File: src/rtl/serial_subtractor.sv
// Bit-serial two's-complement subtractor: a - b - bin, one bit per clock, LSB first,
// using one full-subtractor cell, a borrow flop and an IDLE/RUN/DONE handshake FSM.
module serial_subtractor #(
  parameter int WIDTH = 8
) (
  input  logic             clk,
  input  logic             rst,
  input  logic             SUB_start,
  input  logic [WIDTH-1:0] SUB_a,
  input  logic [WIDTH-1:0] SUB_b,
  input  logic             SUB_bin,
  output logic             SUB_busy,
  output logic             SUB_done,
  output logic [WIDTH-1:0] SUB_diff,
  output logic             SUB_bout,
  output logic             SUB_ovf
);

  localparam int CW = $clog2(WIDTH);

  typedef enum logic [1:0] {S_IDLE, S_RUN, S_DONE} state_t;

  state_t           r_state;
  logic [WIDTH-1:0] r_a;
  logic [WIDTH-1:0] r_b;
  logic [WIDTH-1:0] r_sr;
  logic             r_br;
  logic [CW-1:0]    r_cnt;
  logic             r_busy;
  logic             r_done;
  logic [WIDTH-1:0] r_diff;
  logic             r_bout;
  logic             r_ovf;

  logic             w_d;
  logic             w_br_nxt;
  logic             w_last;
  logic [WIDTH-1:0] w_sr_nxt;

  assign w_d      = r_a[0] ^ r_b[0] ^ r_br;
  assign w_br_nxt = (~r_a[0] & r_b[0]) | (~(r_a[0] ^ r_b[0]) & r_br);
  assign w_last   = (r_cnt == CW'(WIDTH-1));
  assign w_sr_nxt = {w_d, r_sr[WIDTH-1:1]};

  always_ff @(posedge clk or posedge rst) begin
    if (rst) begin
      r_state <= S_IDLE;
      r_a     <= '0;
      r_b     <= '0;
      r_sr    <= '0;
      r_br    <= 1'b0;
      r_cnt   <= '0;
      r_busy  <= 1'b0;
      r_done  <= 1'b0;
      r_diff  <= '0;
      r_bout  <= 1'b0;
      r_ovf   <= 1'b0;
    end else begin
      case (r_state)
        S_IDLE, S_DONE: begin
          r_done <= 1'b0;
          if (SUB_start) begin
            r_a     <= SUB_a;
            r_b     <= SUB_b;
            r_sr    <= '0;
            r_br    <= SUB_bin;
            r_cnt   <= '0;
            r_busy  <= 1'b1;
            r_state <= S_RUN;
          end else begin
            r_busy  <= 1'b0;
            r_state <= S_IDLE;
          end
        end
        S_RUN: begin
          r_a  <= r_a >> 1;
          r_b  <= r_b >> 1;
          r_sr <= w_sr_nxt;
          r_br <= w_br_nxt;
          if (w_last) begin
            // On the final step r_a[0]/r_b[0] hold the captured operand MSBs.
            r_diff  <= w_sr_nxt;
            r_bout  <= w_br_nxt;
            r_ovf   <= (r_a[0] != r_b[0]) & (w_d != r_a[0]);
            r_busy  <= 1'b0;
            r_done  <= 1'b1;
            r_state <= S_DONE;
          end else begin
            r_cnt <= r_cnt + CW'(1);
          end
        end
        default: begin
          r_busy  <= 1'b0;
          r_done  <= 1'b0;
          r_state <= S_IDLE;
        end
      endcase
    end
  end

  assign SUB_busy = r_busy;
  assign SUB_done = r_done;
  assign SUB_diff = r_diff;
  assign SUB_bout = r_bout;
  assign SUB_ovf  = r_ovf;

endmodule

File: config.mk
export PLATFORM = sky130hd
export DESIGN_NAME = serial_subtractor
export DESIGN_NICKNAME = d
export VERILOG_FILES = /design/src/rtl/serial_subtractor.sv
export SDC_FILE = /design/constraint.sdc
export NUM_CORES = 1
export LEC_CHECK = 0
export ABC_CLOCK_PERIOD_IN_PS = 2000
export BUFFER_PORTS_ARGS = -buffer_cell sky130_fd_sc_hd__buf_2
export CAP_MARGIN = 20
export CORE_ASPECT_RATIO = 1.75
export CORE_MARGIN = 8
export CORE_UTILIZATION = 50
export DETAILED_ROUTE_END_ITERATION = 8
export HOLD_SLACK_MARGIN = 0.03
export PLACE_DENSITY = 0.78
export RECOVER_POWER = 50
export SYNTH_ARGS = -nofsm -noshare
export SYNTH_HDL_FRONTEND = slang
export SYNTH_SLANG_ARGS = --single-unit
File: constraint.sdc
create_clock -name clk -period 2 [get_ports clk]
set_input_delay 0.2 -clock clk [delete_from_list [all_inputs] [get_ports clk]]
set_output_delay 0.2 -clock clk [all_outputs]
set_load 0.03 [all_outputs]
# == Yosys cells after proc, flatten, opt, wreduce, memory -nomap -nowiden ==
# Index checks and enable logic that the tools add are counted.
# word_totals
reg_bits,42
inputBits,20
out_inout_bits,12
wordCells,53
# classes
add_sub_neg,1
eq_ne,8
muxes,19
n_bitwise,8
reduce_logical,6
# ops
operator,count
$pmux 8 s2,3
$mux 8,3
$mux 1,6
$mux 3,2
$ne 2x2->1 const B,3
$pmux 3 s2,1
$pmux 1 s2,2
$pmux 2 s2,1
$reduce_and 2->1,2
$add 3x1->3 const B,1
$and 1x1->1,3
$eq 3x3->1 const B,1
$reduce_and 3->1,1
$eq 2x1->1 const B,1
$eq 2x2->1 const B,1
$logic_not 2->1,1
$mux 2,1
$ne 1x1->1,2
$not 1->1,2
$reduce_bool 2->1,1
$reduce_or 2->1,1
$xor 1x1->1,2
$or 1x1->1,1

# == Longest topological paths before layout ==
# depth
word_depth,5
ltp_mapped,6
mapped_depth_nobuf,5

# == Least setup slack after synthesis ==
# No wires, ideal clock.
# synth_path
path_kind,flip-flop to flip-flop
startpoint,register r_cnt[0]
endpoint,"register r_diff[0], in the netlist SUB_diff[0]"
setup_ps,125
t_arrival_ps,1398
required_ps,1875
path_slack_ps,477
path_stages_with_launch,6
n_path_buf,1
cell_sequence,dfrtp_1 ha_1 ha_1 nand3b_1 buf_6 mux2_4
# synth_between
elab_chain_cells,2
# synth_lines
element,line,source
from (decl),28,logic [CW-1:0] r_cnt;
from (signal assigned),89,r_cnt <= r_cnt + CW'(1);
$eq 3x3->1,42,assign w_last = (r_cnt == CW'(WIDTH-1));
$reduce_and 2->1 (no source line),-,
to (signal assigned),82,r_diff <= w_sr_nxt;
to (decl),31,logic [WIDTH-1:0] r_diff;
# Every way passes these cells.
# A chain may end at the register's enable or synchronous reset.

# == Worst setup path in the final report ==
# Ends and elaborated chain as after synthesis.

==> run_results.csv <==
group,metric,value,unit
global_route,initial_antenna_violation_count,0,
place,hpwlAfterDp,2628,um
clock_tree,numClockSinks,40,
finish,commonest_non_fill_non_tap_cells_in_the_layout,"sky130_fd_sc_hd__dfrtp_1 (40), sky130_fd_sc_hd__nand2_1 (36), sky130_fd_sc_hd__buf_2 (25)",
timing,max_slew_margin,0.3615,
worst_hold_path,hold_path_startpoint,"SUB_a[7]",
timing,finalSetupViolations,0,
worst_setup_path,crit_start,"r_cnt[0]",
finish,area_growth,16.62,%
worst_setup_path,timing.setup.critical_path_class,"reg -> reg",
worst_setup_path,cp-start-kind,"flip-flop",
clock_tree,tritoncts.num_buffers,5,
detailed_routing,dr.pass1.iters,4,
clock_tree,clkSlewWorstSetupHoldPaths,0.07,ns
worst_setup_path,critical_path.top_delay_family,"adder cells",
global_route,grt_start_max_net_pins,41,
power,powerDensity,1675,nW/um^2
worst_setup_path,r2r_start,"r_cnt[0]",
place,post_dp_cell_area,1931,um^2
worst_setup_path,arrival,1.84,ns
timing,fin_crit,1.675,ns
timing,final_count_of_pins_violating_max_slew,0,
clock_tree,cts_tree,"done",
detailed_routing,ant_nets,0,
clock_tree,insertion_delay,0.28,ns
synth,synth-xor-area-share,0.005080,
clock_tree,cts.root.buffer_cell,"sky130_fd_sc_hd__clkbuf_8",
place,numPortBuffers,31,
finish,stdcell_count,238,
worst_hold_path,worst_hold_path_stage_count,2,
power,leakage,1.016,nW
finish,design_area,2011,um^2
worst_hold_path,holdCritPathClass,"in -> reg",
global_route,global_route_wire_length_before_repair,5961,um
synth,post_synthesis_simple_gate_area_fraction,0.1495,
finish,design.final.nets,216,
synth,synth_top_family_by_area,"simple AND/OR/NAND/NOR gates",
worst_setup_path,max_stage_delay,0.39,ns
worst_setup_path,timing.reg2reg.worst_path_depth,5,
timing,finalHoldWorstSlack,0.1489,ns
place,gp_congestion,0.7596,
worst_hold_path,holdPathEnd,"r_a[7]",
global_route,grt.overflow.total,0,
synth,seq_area_frac_synth,0.5806,
worst_setup_path,cp.buffers_inverters,1,
clock_tree,h-tree-depth,2,
status,outcome,"complete, no violations",
die,core_area,3328,um^2
synth,yosys-mux-area-fraction,0.06967,
timing,hold_violations,0,
worst_setup_path,cp-end-kind,"flip-flop",
timing,setup_tns,0,ns
timing,rsz0062_at_grt,"false",
timing,max_slew.worst_pin.slew,0.9578,ns
synth,ys_ff_latch,40,
detailed_routing,drt_drc_violations_left,0,
clock_tree,cts_post_setup_buffers_inserted,0,
clock_tree,post_cts_resize_count,0,
clock_tree,count_of_hold_buffers_inserted_by_post_cts_repair,0,
worst_setup_path,timing.critical_path.cells,"ha_1 -> ha_1 -> nand3b_1 -> buf_4 -> mux2_4",
synth,synthesis.instances,156,
place,post-place-cells,230,
worst_setup_path,timing.rr.end,"SUB_diff[0]",
synth,synth-warning-count,0,
detailed_routing,viasPerCell,5.130,
global_route,all_layer_global_routing_usage,0.1369,
synth,synth_adder_area_share,0.03338,
timing,final.setup_skew,0.004991,ns
finish,total_inserted_antenna_cells,0,
die,dieArea,5657,um^2
run,timing.max_cap.violations,0,
die,placementRows,28,
worst_setup_path,worst_path_slowest_cell,"sky130_fd_sc_hd__dfrtp_1",
timing,timing.fmax,597.1,MHz
worst_setup_path,cp.required,2.17,ns
clock_tree,cts-root-to-sink-buffers,2,
worst_setup_path,rrSetupSlack,0.33,ns
die,floorplan.io_pins,32,
die,starting_density_of_the_core,0.5180,
finish,post-route-util,0.6041,
synth,post_synth_instance_area,1724,um^2
worst_setup_path,crit_fanout,9,
synth,yosys.cell_types.count,24,
power,irDropWorstVdd,0.9209,mV
global_route,via_count_of_the_first_global_routing_pass,1310,
timing,layout_worst_path_cycle_share,0.8374,
die,die_w,60.39,um
worst_setup_path,most_common_cell_on_crit_path,"sky130_fd_sc_hd__ha_1",
detailed_routing,drt-wirelength-per-cell,14.67,um
die,dieHeight,93.68,um
finish,layout.cells.most_common,"sky130_fd_sc_hd__dfrtp_1",
synth,synth.net_count,180,
synth,synth_compound_gate_area_share,0.1154,
synth,synth_area_per_cell,11.05,um^2
detailed_routing,drtIter0Drc,34,
detailed_routing,via_count,1221,
finish,post_route_cells_drive_above_1_share,0.2539,
detailed_routing,wirelength,3491,um
power breakdown:
| group | internal [mW] | switching, mW | total, mW |
|---|---|---|---|
| Clock | 0.281 | 0.254 | 0.535 |
| Combinational | 0.610 | 0.824 | 1.43 |
| Sequential | 1.16 | 0.233 | 1.40 |
cell type report:
type	instances	area, um^2
well taps	45	56.30
inverters	6	22.52
repair buffers	38	197.7
clock buffers	8	90.09
multi-input cells	101	643.1
fillers	287	1318
flip-flops and latches	40	1001
worst max path at each step:
| stage | end | slack [ns] | cells past startpoint |
|---|---|---|---|
| after floorplan | SUB_diff[0] | 0.48 | 5 |
| after global placement | SUB_diff[0] | 0.38 | 5 |
| after detailed placement | SUB_diff[2] | 0.32 | 5 |
| after CTS | SUB_diff[2] | 0.31 | 5 |
| after global routing | SUB_diff[2] | 0.24 | 5 |
| final | SUB_diff[0] | 0.33 | 5 |
routing by layer:
| metal | up-vias | GRT usage | share of wire |
|---|---|---|---|
| li1 | 595 | - | - |
| met1 | 595 | 0.1583 | 0.40 |
| met2 | 26 | 0.2249 | 0.53 |
| met3 | 5 | 0.04390 | 0.052 |
| met4 | 0 | 0.05210 | 0.012 |
| met5 | - | 0 | 0 |
per-stage QoR:
stage | setup WS [ns] | total power, mW
floorplan | 0.4766 | 2.486
global placement | 0.3831 | 2.764
detailed placement | 0.3227 | 2.866
CTS | 0.3141 | 3.411
global route | 0.2412 | 3.640
finish | 0.3252 | 3.368
synthesized netlist by cell type:
| library cell | instances | area share |
|---|---|---|
| sky130_fd_sc_hd__nand2b_1 | 2 | 0.0073 |
| sky130_fd_sc_hd__o21ai_1 | 2 | 0.0058 |
| sky130_fd_sc_hd__clkbuf_1 | 1 | 0.0022 |
| sky130_fd_sc_hd__o21ai_0 | 1 | 0.0029 |
| sky130_fd_sc_hd__mux2_4 | 5 | 0.044 |
| sky130_fd_sc_hd__a221o_1 | 1 | 0.0058 |
| sky130_fd_sc_hd__nor2_1 | 16 | 0.035 |
| sky130_fd_sc_hd__buf_4 | 3 | 0.013 |
| sky130_fd_sc_hd__nand2_1 | 36 | 0.078 |
| sky130_fd_sc_hd__nand3b_1 | 1 | 0.0044 |
| sky130_fd_sc_hd__nor2_4 | 1 | 0.0065 |
| sky130_fd_sc_hd__nor2b_1 | 2 | 0.0073 |
| sky130_fd_sc_hd__dfrtp_1 | 40 | 0.58 |
| sky130_fd_sc_hd__xnor2_1 | 1 | 0.0051 |
| sky130_fd_sc_hd__mux2_2 | 4 | 0.026 |
| sky130_fd_sc_hd__a31oi_1 | 14 | 0.051 |
| sky130_fd_sc_hd__ha_1 | 3 | 0.022 |
| sky130_fd_sc_hd__o31ai_1 | 1 | 0.0044 |
| sky130_fd_sc_hd__fa_1 | 1 | 0.012 |
| sky130_fd_sc_hd__buf_2 | 4 | 0.012 |
| sky130_fd_sc_hd__nor3b_4 | 1 | 0.011 |
| sky130_fd_sc_hd__inv_1 | 6 | 0.013 |
| sky130_fd_sc_hd__buf_6 | 1 | 0.0065 |
| sky130_fd_sc_hd__a22o_1 | 9 | 0.046 |
state kept, by name, indices dropped and copies added, names as in the netlist:
| signal | flops |
|---|---|
| SUB_ovf | 1 |
| r_sr | 7 |
| SUB_diff | 8 |
| r_b | 8 |
| r_br | 1 |
| r_state | 2 |
| SUB_busy | 1 |
| SUB_bout | 1 |
| r_a | 8 |
| r_cnt | 3 |
logic make-up (layout without fill, tap and decap cells):
family                   after synthesis  after routing
AO/OA/AOI/OAI                         28             28
XOR/XNOR                               1              1
adder cells (fa/ha/maj)                4              4
buffers and inverters                 15             52
flip-flops                            40             40
multiplexers                           9              9
AND/OR/NAND/NOR                       59             59
Note: power is estimated with default switching activity, not from simulation.
